## src/rtl/deck_shuffle_ctrl.sv

```systemverilog
// deck_shuffle_ctrl
// Sequences a full shuffle of the deck RAM. First an init pass writes card k
// to address k. Then, for each index i, the swap partner j is taken from the
// Nxt_Addr datapath and deck[i] and deck[j] are exchanged through a
// single-port RAM with a one-cycle synchronous read.
//
// state  | meaning
// -------+-------------------------------------------------------------
// IDLE   | waiting for i_Start, all RAM outputs quiet
// INIT   | write card k to address k, k = 0..DECK_SIZE-1
// RD_I   | present address i, freeze the swap partner into r_j
// RD_J   | present address r_j, capture deck[i] into tmp
// WR_I   | write deck[j] (arriving on the read port) to address i
// WR_J   | write tmp to address r_j, advance i or finish
// DONE   | one-cycle completion pulse

module deck_shuffle_ctrl #(
   parameter int DECK_SIZE = 52,
   parameter int ADDR_W    = 6
) (
   input  logic              clk_2K,
   input  logic              i_Reset,
   input  logic              i_Start,
   output logic              o_Busy,
   output logic              o_Done,
   output logic [ADDR_W-1:0] o_Addr_i,
   input  logic [ADDR_W-1:0] i_Addr_j,
   output logic [ADDR_W-1:0] o_MemAddr,
   output logic              o_MemWe,
   output logic [ADDR_W-1:0] o_MemWData,
   input  logic [ADDR_W-1:0] i_MemRData
);

   localparam logic [ADDR_W-1:0] LAST = ADDR_W'(DECK_SIZE - 1);

   typedef enum logic [2:0] {
      S_IDLE = 3'd0,
      S_INIT = 3'd1,
      S_RD_I = 3'd2,
      S_RD_J = 3'd3,
      S_WR_I = 3'd4,
      S_WR_J = 3'd5,
      S_DONE = 3'd6
   } state_t;

   state_t            state;
   logic [ADDR_W-1:0] k;
   logic [ADDR_W-1:0] i_q;
   logic [ADDR_W-1:0] r_j;
   logic [ADDR_W-1:0] tmp;
   logic [ADDR_W-1:0] wdata_q;
   logic              j_ok;
   logic [ADDR_W-1:0] j_sel;

   // A partner outside the deck cannot come from Nxt_Addr; if it ever does,
   // degrade to a self-swap so the deck stays a permutation.
   always_comb begin
      j_ok  = ({1'b0, i_Addr_j} < (ADDR_W+1)'(DECK_SIZE));
      j_sel = j_ok ? i_Addr_j : i_q;
   end

   // Sequencer: state, indices and registered RAM/handshake outputs.
   always_ff @(posedge clk_2K) begin
      if (!i_Reset) begin
         state     <= S_IDLE;
         k         <= '0;
         i_q       <= '0;
         r_j       <= '0;
         tmp       <= '0;
         wdata_q   <= '0;
         o_MemAddr <= '0;
         o_MemWe   <= 1'b0;
         o_Busy    <= 1'b0;
         o_Done    <= 1'b0;
      end else begin
         case (state)
            S_IDLE: begin
               o_Done <= 1'b0;
               i_q    <= '0;
               if (i_Start) begin
                  state     <= S_INIT;
                  k         <= '0;
                  o_MemAddr <= '0;
                  wdata_q   <= '0;
                  o_MemWe   <= 1'b1;
                  o_Busy    <= 1'b1;
               end else begin
                  o_MemAddr <= '0;
                  wdata_q   <= '0;
                  o_MemWe   <= 1'b0;
                  o_Busy    <= 1'b0;
               end
            end

            S_INIT: begin
               if (k == LAST) begin
                  state     <= S_RD_I;
                  i_q       <= '0;
                  o_MemAddr <= '0;
                  wdata_q   <= '0;
                  o_MemWe   <= 1'b0;
               end else begin
                  k         <= k + ADDR_W'(1);
                  o_MemAddr <= k + ADDR_W'(1);
                  wdata_q   <= k + ADDR_W'(1);
                  o_MemWe   <= 1'b1;
               end
            end

            S_RD_I: begin
               state     <= S_RD_J;
               r_j       <= j_sel;
               o_MemAddr <= j_sel;
               o_MemWe   <= 1'b0;
            end

            S_RD_J: begin
               state     <= S_WR_I;
               tmp       <= i_MemRData;
               o_MemAddr <= i_q;
               o_MemWe   <= 1'b1;
            end

            S_WR_I: begin
               state     <= S_WR_J;
               o_MemAddr <= r_j;
               wdata_q   <= tmp;
               o_MemWe   <= 1'b1;
            end

            S_WR_J: begin
               wdata_q <= '0;
               o_MemWe <= 1'b0;
               if (i_q == LAST) begin
                  state     <= S_DONE;
                  i_q       <= '0;
                  o_MemAddr <= '0;
                  o_Done    <= 1'b1;
               end else begin
                  state     <= S_RD_I;
                  i_q       <= i_q + ADDR_W'(1);
                  o_MemAddr <= i_q + ADDR_W'(1);
               end
            end

            S_DONE: begin
               state     <= S_IDLE;
               o_Done    <= 1'b0;
               o_Busy    <= 1'b0;
               o_MemAddr <= '0;
               wdata_q   <= '0;
               o_MemWe   <= 1'b0;
            end

            default: begin
               state     <= S_IDLE;
               k         <= '0;
               i_q       <= '0;
               o_Done    <= 1'b0;
               o_Busy    <= 1'b0;
               o_MemAddr <= '0;
               wdata_q   <= '0;
               o_MemWe   <= 1'b0;
            end
         endcase
      end
   end

   // deck[j] only appears on the read port during WR_I, so it is forwarded
   // straight through; every other write value comes from wdata_q.
   always_comb begin
      o_MemWData = (state == S_WR_I) ? i_MemRData : wdata_q;
      o_Addr_i   = i_q;
   end

endmodule

```

## config.mk

```make
export PLATFORM = sky130hd
export DESIGN_NAME = deck_shuffle_ctrl
export DESIGN_NICKNAME = d
export VERILOG_FILES = /design/src/rtl/deck_shuffle_ctrl.sv
export SDC_FILE = /design/constraint.sdc
export NUM_CORES = 1
export LEC_CHECK = 0
export ABC_AREA = 1
export CELL_PAD_IN_SITES_DETAIL_PLACEMENT = 2
export CELL_PAD_IN_SITES_GLOBAL_PLACEMENT = 2
export CORE_UTILIZATION = 30
export CTS_CLUSTER_DIAMETER = 150
export DETAILED_ROUTE_END_ITERATION = 7
export DONT_BUFFER_PORTS = 1
export GPL_ROUTABILITY_DRIVEN = 0
export MAX_ROUTING_LAYER = met4
export PLACE_DENSITY_LB_ADDON = 0.1
export SETUP_SLACK_MARGIN = 0.05
export SLEW_MARGIN = 20
export SYNTH_ARGS = -nofsm -noshare
export SYNTH_HDL_FRONTEND = slang
export SYNTH_SLANG_ARGS = --single-unit
```

## constraint.sdc

```tcl
create_clock -name clk_2K -period 4.2 [get_ports clk_2K]
set_input_delay 1.26 -clock clk_2K [delete_from_list [all_inputs] [get_ports clk_2K]]
set_output_delay 1.26 -clock clk_2K [all_outputs]
set_load 0.05 [all_outputs]
```

==> impl_metrics.ini, run 1 <==
[worst_hold_path]
min_path_type = flip-flop to flip-flop
whs_path_depth = 2

[logic_synthesis]
synth_seq_cells = 42
postSynthAreaPerCell_um2 = 6.465
syn-instance-count = 342
ys.warnings.count = 0
ys_async_sr_fraction = 0
synth_area_leader_cell = dfxtp_1
synth_cell_type_count = 24
synth.area.top_cells = dfxtp_1, nand2_1, nand3_1, nor2_1, inv_1
syn-num-nets = 359
synth_top_area_share = 0.3803
ys_seq_area_frac = 0.3803
synth_area_um2 = 2211
ys.flop_type = dfxtp_1
synth_edf_count = 0

[clock_tree]
htree_levels = 2
root_buffer = clkbuf_8
ctsResizeCount = 0
cts_tree = done
postCtsSetupBuffers = 0
clk_latency_ps = 300
clk_pin_slew_ps = 80
ctsHoldBuffers = 0
clock-sinks = 42
numCtsBuffers = 5
cts.path.max_buffers = 2

[floorplanning]
ios = 36
die_w_um = 87.85
die_y_um = 87.85
die_area_um2 = 7717
initial_core_util = 0.3184
coreArea_um2 = 6944
rows = 30

[pwr]
power.leakage_nw = 1.026
pwr-share-comb = 0.171
p_total_mw = 0.9009
p_sw_frac = 0.3427
irDropWorstVdd_mv = 0.1090
clkPwrFrac = 0.317
switchingPower_mw = 0.3087
p_int_mw = 0.5922
p_seq_frac = 0.513
power_density_nw_per_um2 = 380.2

[drt]
postRouteWirelength_um = 7156
dr.pass1.iters = 4
drc = 0
wire_per_inst_um = 16.45
vias = 2192
drtIter0Drc = 59
wl_met2_um = 3325
top_layer = met4
wl_met1_um = 3564
viasPerCell = 5.039
wl_met3_um = 190
ant_nets = 0

[cells_and_area]
nets = 355
syn2layout_area_growth_pct = 7.187
fillers = 884
n_antenna_cell = 0
final_cell_area_um2 = 2370
instances_no_fill = 435
final_common_cell = nand2_1
drive_above_1_share = 0.06785
most-common-layout-cells = nand2_1, dfxtp_1, nor2_1

[timing]
grt_setup_unrepaired = no
setup_viol = 0
fin_crit_sh = 0.8148
slew-limit-headroom = 0.3470
fin_crit_ps = 3422
slew_violations = 0
tightest_slew_ps = 973.0
skew_ps = 7.488
fin_ws_ps = 778.0
fmax_ghz = 0.2922
hold_viol = 0
setup_tns_ps = 0

[placed_design]
detailedPlace.worstSlack_ps = 1091
portBuffers = 0
dp_hpwl_um = 5535
placed_area_um2 = 2275
dp.cells = 427

[critical_path]
crit_family = compound AO/OA/AOI/OAI gates
crit_required_ps = 2940
crit_path_cell_trace = nor2_4 > nand2_2 > inv_2 > o21ai_1
cp.arrival_ps = 2160
cp_slowest_cell = o21ai_1
critical_path_buf_inv_count = 1
endpoint_kind = output port
start_kind = flip-flop
critPathMaxStageDelay_ps = 780
reg2regPathDepth = 8
worstSetupPathType = flip-flop to output port
worstPathMaxFanout = 12
cp_num_cells = 4

[global_routing]
grt_max_degree = 29
track_usage = 0.2094
grt_pass1_wl_um = 11720
overflow = 0
grt_pass1_vias = 2239
antenna_found_initial = 0

[outcome]
outcome = finished clean

[job]
max-cap-violations = 0
-- path summary, 6_finish.rpt --
path | start | to | slack (ps)
hold / removal | tmp[1] | tmp[1] | 470
setup reg to reg | o_Addr_i[0] | o_MemAddr[5] | 2100
setup / recovery | state[0] | o_MemWData[1] | 780
hold reg to reg | tmp[1] | tmp[1] | 470
-- final cells by class --
cell class | count | area [um2] | area share
inverter | 42 | 157.7 | 0.06653
clock inverter | 2 | 12.51 | 0.005280
clock buffer | 6 | 82.58 | 0.03485
timing repair buffer | 1 | 7.507 | 0.003168
multi-input combinational | 246 | 1149 | 0.4847
sequential | 42 | 840.8 | 0.3548
tap | 96 | 120.1 | 0.05069
-- Yosys cell counts, types with 2 or more instances --
| cell | number |
|---|---|
| clkbuf_1 | 6 |
| nand4_1 | 5 |
| o21bai_1 | 2 |
| inv_1 | 38 |
| o221ai_1 | 3 |
| nand3_1 | 36 |
| buf_4 | 2 |
| nand2_1 | 92 |
| buf_2 | 3 |
| inv_2 | 4 |
| ha_1 | 2 |
| o21ai_0 | 19 |
| nor2_2 | 3 |
| nand2_2 | 3 |
| a21oi_1 | 28 |
| dfxtp_1 | 42 |
| nor2_1 | 41 |
| nand3b_1 | 5 |
| nor2_4 | 3 |
-- stage by stage --
stage | hold WS (ps) | util
global placement | 449.2 | 0.3276
global route | 492.9 | 0.3413
finish | 471.6 | 0.3413
detailed placement | 460.9 | 0.3276
floorplan | 428.8 | -
CTS | 475.5 | 0.3413
-- power by group through the flow --
stage / Combinational [mW] / Clock, mW / Sequential (mW)
finish: 0.154 / 0.285 / 0.462
global route: 0.173 / 0.308 / 0.465
CTS: 0.157 / 0.297 / 0.463
detailed placement: 0.157 / 0 / 0.472
global placement: 0.156 / 0 / 0.471
floorplan: 0.129 / 0 / 0.461
-- layer usage --
layer / vias up / GRT usage
met5: - / -
met4: 0 / 0.04918
met3: 6 / 0.03393
met2: 27 / 0.3270
met1: 1067 / 0.2820
li1: 1092 / -
-- flip-flops by register name (all words and copies together), names as in the netlist, 3 cells and up --
signal and count:
k 6, o_Addr_i 6, tmp 6, wdata_q 6, o_MemAddr 6, r_j 6, state 3
-- worst min-delay path, stage by stage, from the launching register on --
cell and delay, ps:
dfxtp_1 310, inv_1 70, a21oi_1 60
-- logic make-up after synthesis --
family | synth area share
buffers and inverters | 0.1002
DFF | 0.3803
and+or+nand+nor | 0.3729
AOI/OAI and AO/OA | 0.1353
adders and majority gates | 0.01132
Power figures use the tool's default switching activity.
==> run 2: changes to the inputs <==
==> constraint.sdc (replaced) <==
create_clock -name clk_2K -period 3.46 [get_ports clk_2K]
set_input_delay 1.038 -clock clk_2K [delete_from_list [all_inputs] [get_ports clk_2K]]
set_output_delay 1.038 -clock clk_2K [all_outputs]
set_load 0.05 [all_outputs]
==> impl_metrics.ini, run 2 (synthesis results as in run 1) <==
[outcome]
outcome = finished clean

[critical_path]
start_kind = flip-flop
worstSetupPathType = flip-flop to output port
endpoint_kind = output port
critical_path_buf_inv_count = 1
crit_path_cell_trace = nor2_4 > nand2_2 > inv_2 > nand2_1 > nand2_1
cp_slowest_cell = dfxtp_1
cp.arrival_ps = 1890
crit_required_ps = 2420
worstPathMaxFanout = 12
crit_family = simple AND/OR/NAND/NOR gates
cp_common_cell = nand2_1
critPathMaxStageDelay_ps = 460

[floorplanning]
rows = 30
die_y_um = 87.85
coreArea_um2 = 6944
die_w_um = 87.85
ios = 36
initial_core_util = 0.3184
die_area_um2 = 7717

[timing]
setup_viol = 0
fin_crit_ps = 2926
hold_ws_ps = 461.4
setup_tns_ps = 0
fin_crit_sh = 0.8456
grt_setup_unrepaired = no
slew_violations = 0
fmax_ghz = 0.3418
tightest_slew_ps = 922.1
hold_viol = 0
skew_ps = 6.128
slew-limit-headroom = 0.3844

[pwr]
power_density_nw_per_um2 = 456.1
clkPwrFrac = 0.310
p_int_mw = 0.7231
irDropWorstVdd_mv = 0.1569
p_seq_frac = 0.513
switchingPower_mw = 0.3698
pwr-share-comb = 0.177
p_total_mw = 1.093
p_sw_frac = 0.3383
power.leakage_nw = 1.049

[worst_hold_path]
min_path_type = flip-flop to flip-flop

[drt]
postRouteWirelength_um = 7151
drtIter0Drc = 50
vias = 2197
ant_nets = 0
drc = 0
viasPerCell = 5.005
dr.pass1.iters = 4
wire_per_inst_um = 16.29

[cells_and_area]
seq_area_um2 = 840.8
syn2layout_area_growth_pct = 8.376
fillers = 884
final_common_cell = nand2_1
drive_above_1_share = 0.07580
multi_input_area_um2 = 1149
most-common-layout-cells = nand2_1, dfxtp_1, nor2_1
n_antenna_cell = 0
nets = 359

[clock_tree]
clock-sinks = 42
clk_latency_ps = 300
ctsResizeCount = 0
numCtsBuffers = 5
cts_tree = done
postCtsSetupBuffers = 0
ctsHoldBuffers = 0
root_buffer = clkbuf_8
clk_pin_slew_ps = 80
cts.path.max_buffers = 2
htree_levels = 2

[global_routing]
grt_pass1_wl_um = 11670
overflow = 0
antenna_found_initial = 0
grt_pass1_vias = 2182
grt_max_degree = 29
track_usage = 0.2067

[job]
max-cap-violations = 0

[placed_design]
portBuffers = 0
dp_hpwl_um = 5420
## run 2: power groups by stage
| stage | registers, mW | clock network [mW] | logic, mW |
|---|---|---|---|
| floorplan | 0.560 | 0 | 0.156 |
| global placement | 0.572 | 0 | 0.192 |
| detailed placement | 0.573 | 0 | 0.196 |
| CTS | 0.561 | 0.350 | 0.199 |
| global route | 0.565 | 0.371 | 0.217 |
| finish | 0.561 | 0.338 | 0.193 |
## run 2: area by class of cell
type,instances,area share
clock buffer,7,0.03603
inverter,42,0.06580
clock inverter,1,0.002089
multi-input combinational,246,0.4794
sequential,42,0.3509
tap,96,0.05013
timing repair buffer,5,0.01567
## run 2: path summary, 6_finish.rpt
path,startpoint,endpoint,slack (ps),depth (start not counted)
max,state[0],o_MemWData[2],530,5
min,tmp[0],tmp[0],460,2
max reg2reg,o_Addr_i[0],o_MemAddr[5],1390,8
min reg2reg,tmp[0],tmp[0],460,2
## run 2: worst reg2reg max path: stages (launching register included)
cell and delay, ps:
dfxtp_1 870, ha_1 400, nand3_1 100, nor2_1 170, nor2_1 70, nand3_1 150
nand3_1 100, nand2_1 70, inv_1 30
## run 2: stage by stage
stage	util	std cells	worst slack, ps	instance area, um2
floorplan	-	342	483.1	2211
CTS	0.3450	439	504.3	2396
finish	0.3450	439	534.3	2396
global placement	0.3319	431	939.6	2305
global route	0.3450	439	383.1	2396
detailed placement	0.3319	431	845.5	2305
## run 2: per-layer routing
metal  GRT usage  wire length (um)
met2      0.3073              3150
met4     0.04471                65
met3     0.02922               230
met1      0.2950              3704
met5           -                 0
==> run 3: changes to the inputs <==
==> constraint.sdc (replaced) <==
create_clock -name clk_2K -period 2.9 [get_ports clk_2K]
set_input_delay 0.87 -clock clk_2K [delete_from_list [all_inputs] [get_ports clk_2K]]
set_output_delay 0.87 -clock clk_2K [all_outputs]
set_load 0.05 [all_outputs]
==> impl_metrics.ini, run 3 (synthesis results as in run 1) <==
[outcome]
outcome = finished clean

[cells_and_area]
instances_no_fill = 441
nets = 361
n_antenna_cell = 0
final_common_cell = nand2_1
most-common-layout-cells = nand2_1, dfxtp_1, nor2_1
syn2layout_area_growth_pct = 9.960
fillers = 882
utilization = 0.3501
drive_above_1_share = 0.08406

[placed_design]
dp.cells = 433
dp_hpwl_um = 5457
portBuffers = 0

[timing]
setup_tns_ps = 0
hold_viol = 0
fin_crit_sh = 0.9397
slew-limit-headroom = 0.4296
slew_violations = 0
tightest_slew_ps = 854.4
setup_viol = 0
grt_setup_unrepaired = no
fin_crit_ps = 2725
skew_ps = 8.034
fmax_ghz = 0.3669

[floorplanning]
die_area_um2 = 7717
initial_core_util = 0.3184
rows = 30
ios = 36
die_w_um = 87.85
die_y_um = 87.85
coreArea_um2 = 6944

[global_routing]
globalRouteMet3Util = 0.02922
grt_max_degree = 29
grt_pass1_wl_um = 11790
grt_use_met2 = 0.3199
track_usage = 0.2087
grt-busiest-layer = met2
antenna_found_initial = 0
grt_use_met1 = 0.2902
grt_pass1_vias = 2238
overflow = 0

[drt]
postRouteWirelength_um = 7160
drtIter0Drc = 80
drc = 0
viasPerCell = 5.039
vias = 2222
dr.pass1.iters = 4
ant_nets = 0
wire_per_inst_um = 16.24

[clock_tree]
htree_levels = 2
cts_tree = done
postCtsSetupBuffers = 0
cts.path.max_buffers = 2
ctsHoldBuffers = 0
clk_latency_ps = 300
clk_pin_slew_ps = 80
root_buffer = clkbuf_8
numCtsBuffers = 5
clock-sinks = 42

[critical_path]
start_kind = flip-flop
critPathMaxStageDelay_ps = 450
crit_required_ps = 2030
cp.arrival_ps = 1860
crit_path_cell_trace = nor2_4 > nand2_2 > inv_2 > nand2_1 > nand2_1
worstSetupPathType = flip-flop to output port
cp_common_cell = nand2_1
endpoint_kind = output port
cp_slowest_cell = dfxtp_1
worstPathMaxFanout = 12

[pwr]
power.leakage_nw = 1.063
power_density_nw_per_um2 = 562.4
irDropWorstVdd_mv = 0.1813

[job]
max-cap-violations = 0

[worst_hold_path]
min_path_type = flip-flop to flip-flop
==> run 3: layout make-up <==
type | instances | area, um2 | share of cell area
clock inverter | 1 | 30.03 | 0.01235
timing repair buffer | 7 | 52.55 | 0.02162
multi-input combinational | 246 | 1154 | 0.4745
sequential | 42 | 840.8 | 0.3459
clock buffer | 7 | 76.32 | 0.03139
inverter | 42 | 157.7 | 0.06485
tap | 96 | 120.1 | 0.04941
==> run 3: worst max-delay path, delay by kind of cell, from the launching register on <==
family | cells | cell delay, ps
buf+inv | 1 | 220
flops | 1 | 450
simple gates | 4 | 900
==> run 3: power breakdown <==
group / internal, mW / total [mW] / switching [mW]
combinational: 0.0630 / 0.232 / 0.169
sequential: 0.608 / 0.669 / 0.0618
clock: 0.258 / 0.466 / 0.208
==> run 3: path summary, 6_finish.rpt <==
| kind | depth (start not counted) | endpoint | slack [ps] | start |
|---|---|---|---|---|
| worst max-delay path | 5 | o_MemWData[2] | 170 | state[0] |
| worst min-delay path | 2 | tmp[0] | 470 | tmp[0] |
| worst max register to register | 7 | o_MemAddr[4] | 1010 | state[0] |
| worst min register to register | 2 | tmp[0] | 470 | tmp[0] |
==> run 3: metal layers <==
layer,share of wire,wire [um]
met2,0.46,3299
met1,0.51,3661
met3,0.018,131
met4,0.0095,68
met5,0,0
==> run 3: stage by stage <==
step           hold slack (ps)  setup slack (ps)  power [mW]  area [um2]
2_1_floorplan            428.8             91.14      0.8541        2211
3_3_place_gp             442.6             546.8      0.9113        2320
3_5_place_dp             456.8             485.6      0.9148        2320
4_1_cts                  471.5             147.5       1.378        2426
5_1_grt                  481.7             55.71       1.439        2431
6_report                 465.9             174.8       1.367        2431
==> run 3: repair_timing <==
action	in CTS	in global routing
setup endpoints to repair	0	2
gates resized for setup	0	2
endpoints found under the hold margin	0	0
==> RTL change 1, RTL diff (flow settings as in run 3) <==
Set the parameter `ADDR_W` to 4 (it was 6).
--- a/src/rtl/deck_shuffle_ctrl.sv
+++ b/src/rtl/deck_shuffle_ctrl.sv
@@ -16,7 +16,7 @@
 
 module deck_shuffle_ctrl #(
    parameter int DECK_SIZE = 52,
-   parameter int ADDR_W    = 6
+   parameter int ADDR_W    = 4
 ) (
    input  logic              clk_2K,
    input  logic              i_Reset,
Interface: changed (5 resized); port bits go from 36 to 26. The function was not compared with the original's and may differ.
==> RTL change 1 against run 3 <==
Critical endpoint is now o_MemWData[0]. Clock power down 21%. Synthesized cell count down 36%. Wire length down 35%. Total power down 20%. Worst setup slack better by 140 ps. Sequential cell count down 12. Design area down 34%. First-iteration DRC count down 23%. Area after synthesis down 36%.
==> RTL change 1: results (changes against run 3) <==
metric,value,unit,change
status,finished clean,,
grt_pass1_vias,1601,,-28%
groute.layer.met3.usage,0.0527,,+0.0235
cts.sinks,30,,-29%
cp.arrival,1720,ps,-140 ps
max-vdd-ir-drop,0.253,mV,+40%
post-place-ws,355,ps,-131 ps
synthesis.nets,233,,-35%
p_leak,0.000773,uW,-27%
p_sw,394,uW,-10%
num-nets-final,240,,-34%
grt_pass1_wl,7890,um,-33%
drt_wl_total,4690,um,-35%
synth_area_leaders,"dfxtp_1 42%, nand2_1 21%, nand3_1 7.4%",,
placed_cells,269,,-38%
met2_usage,0.366,,+0.0465
r2r_start,state[2]$_SDFFE_PN0P_,,
via_per_inst,5.21,,+3.5%
grtUsageTotal,0.213,,+0.00474
vias,1460,,-34%
yosys-top-cells-count,"81 x nand2_1, 30 x dfxtp_1, 26 x nor2_1",,
yosysSeqAreaShare,0.422,,+0.0415
startpoint,state[1]$_SDFFE_PN0P_,,
drive_above_1_share,0.0746,,-0.00950
worstPathMaxFanout,9,,-3
maxSlewHeadroom,0.535,,+0.105
min-delay-start,tmp[0]$_SDFFE_PN0P_,,
max_stage_delay,390,ps,-60 ps
first_pass_iters,6,,+2
synth.avg_cell_area,6.47,um^2,+0.12%
grt_max_degree,18,,-38%
-- RTL change 1: power groups by stage --
stage	combinational, uW	sequential [uW]	clock [uW]
after CTS	213	514	372
after global routing	242	519	395
after detailed placement	210	523	0
after global placement	198	519	0
after floorplan	159	513	0
final	212	514	366
-- RTL change 1: layer usage --
layer / up-vias / share of wire / wire length (um)
met1: 720 / 0.46 / 2150
met5: - / 0 / 0
met4: 0 / 0.016 / 76
li1: 707 / - / -
met3: 8 / 0.028 / 131
met2: 25 / 0.50 / 2320
-- RTL change 1: layout make-up --
cell class | instances | area (um^2)
fill | 558 | 2850
multi-input combinational | 162 | 717
sequential | 30 | 601
inverter | 25 | 97.6
clock buffer | 6 | 82.6
tap | 52 | 65.1
timing repair buffer | 3 | 22.5
clock inverter | 2 | 12.5
-- RTL change 1: per-stage QoR --
stage / area, um^2 / hold WS (ps)
CTS: 1570 / 474
finish: 1600 / 475
global route: 1600 / 502
detailed placement: 1470 / 462
floorplan: 1420 / 429
global placement: 1470 / 448
-- RTL change 1: cells by family after synthesis --
group | synth area share
and+or+nand+nor | 0.386
DFF | 0.422
buffers and inverters | 0.0765
AOI/OAI and AO/OA | 0.0861
xor gates and xnor gates | 0.0123
adders and majority gates | 0.0176
-- RTL change 1: path summary, 6_finish.rpt --
path | cells past startpoint | endpoint | slack, ps
worst min register to register | 2 | tmp[0]$_SDFFE_PN0P_ | 470
worst min-delay path | 2 | tmp[0]$_SDFFE_PN0P_ | 470
worst max register to register | 7 | o_Done$_SDFFE_PN0P_ | 1140
worst max-delay path | 5 | o_MemWData[0] | 310
-- RTL change 1: timing repair --
action	4_1_cts	5_1_grt
gates resized for setup	1	1
setup endpoints to repair	1	4
setup buffers	0	3
-- RTL change 1: worst min-delay path, cell delays in order (launching register included) --
cell and delay (ps):
dfxtp_1 300, inv_1 70, a21oi_1 60
==> RTL change 2, RTL diff (config.mk and constraints of run 3) <==
Without the edit above. Encoding of `state_t`: now Gray code (3 bits for 7 states).
--- a/src/rtl/deck_shuffle_ctrl.sv
+++ b/src/rtl/deck_shuffle_ctrl.sv
@@ -34,13 +34,13 @@
    localparam logic [ADDR_W-1:0] LAST = ADDR_W'(DECK_SIZE - 1);
 
    typedef enum logic [2:0] {
-      S_IDLE = 3'd0,
-      S_INIT = 3'd1,
-      S_RD_I = 3'd2,
-      S_RD_J = 3'd3,
-      S_WR_I = 3'd4,
-      S_WR_J = 3'd5,
-      S_DONE = 3'd6
+      S_IDLE = 3'b000,
+      S_INIT = 3'b001,
+      S_RD_I = 3'b011,
+      S_RD_J = 3'b010,
+      S_WR_I = 3'b110,
+      S_WR_J = 3'b111,
+      S_DONE = 3'b101
    } state_t;
 
    state_t            state;
Formal check against the unedited RTL: same outputs for any inputs over 10 cycles, from zero or initial values and one cycle with i_Reset low; not proved beyond that.
==> RTL change 2 against run 3 <==
Wire length is 4.9% lower. Sequential cell count stayed put. Cell count is 1.8% lower. First-iteration DRC count is 23% lower. Count of clock-buffer cells in the layout is 1 lower. Design area is 1.2% higher. Total power is 1.8% lower. Worst setup slack better by 49 ps. Area after synthesis is 0.85% lower. Largest cell class unchanged. Clock power is 5.4% higher. Highest routed layer unchanged.
==> RTL change 2: results (changes against run 3) <==
metric,value,unit,change
grt_pass1_vias,2166,,-3.2%
min-delay-start,tmp[3]$_SDFFE_PN0N_,,
cpLargestDelayFamily,flip-flops,,
hpwl,5280,um,-3.3%
yosys-top-cells-count,"84 x nand2_1, 45 x nor2_1, 42 x dfxtp_1, 42 x inv_1, 30 x nand3_1",,
placed_cells,426,,-1.6%
r2r_start,o_Addr_i[1]$_SDFFE_PN0P_,,
holdWs,473,ps,+6.87 ps
wl_met2,3380,um,+2.6%
synth_cell_types,31,,+29%
comb_cell_power,189,uW,-19%
met2_usage,0.339,,+0.0195
drt-initial-drc-count,62,,-23%
max_stage_delay,620,ps,+170 ps
internal_power,937,uW,+0.88%
synth_area_leaders,"dfxtp_1 38%, nand2_1 14%, nor2_1 7.7%",,
startpoint,state[1]$_SDFFE_PN0P_,,
dr_wl_met3,184,um,+40%
groute.layer.met3.usage,0.0303,,+0.00111
grtUsageTotal,0.199,,-0.0101
holdPathEnd,tmp[3]$_SDFFE_PN0N_,,
cts_hold_buffers,0,,unchanged
finClkSkew,4.45,ps,-3.58 ps
wl_met1,3190,um,-13%
status,finished clean,,
drive_above_1_share,0.110,,+0.0257
ff2ff_path_depth,9,,+2
grt_max_degree,18,,-38%
synth.avg_cell_area,6.70,um^2,+3.7%
cp.arrival,1810,ps,-50 ps
synthesis.nets,344,,-4.2%
fill_cells,872,,-1.1%
yosysSeqAreaShare,0.384,,+0.00326
worstSetupEndpoint,o_MemWData[3],,
p_leak,0.00111,uW,+4.9%
r2r_slack,1120,ps,+110 ps
wl_per_cell,15.7,um,-3.2%
num-nets-final,354,,-1.9%
vias,2070,,-6.8%
grt_pass1_wl,11100,um,-6.1%
gr-usage-met1,0.246,,-0.0443
maxSlewHeadroom,0.612,,+0.183
via_per_inst,4.78,,-5.1%
==> RTL change 2: changes by cell type in the layout (fill, tap and decap cells not counted), sizes merged, moves of 4 or more <==
cell / delta
nand2: -9
nand3b: -4
a31oi: +4
inv: +5
o21ai: -8
buf: +8
==> RTL change 2: kinds of logic after synthesis <==
logic type / after synthesis / share of synthesized area
compound gates: 46 / 0.111
xor+xnor: 3 / 0.0120
fa+ha+maj: 2 / 0.0114
buf+inv: 59 / 0.126
flops: 42 / 0.384
simple gates: 175 / 0.356
==> RTL change 2: cell type report <==
class,count,area share
clock inverter,1,0.0122
clock buffer,6,0.0336
timing repair buffer,15,0.0508
tap,96,0.0488
multi-input combinational,226,0.437
inverter,47,0.0757
sequential,42,0.342
==> RTL change 2: metrics by stage <==
step | util | setup slack [ps]
after floorplan | - | 135
after global placement | 0.338 | 614
after detailed placement | 0.338 | 530
final | 0.354 | 224
after global routing | 0.354 | 81.0
after CTS | 0.354 | 190
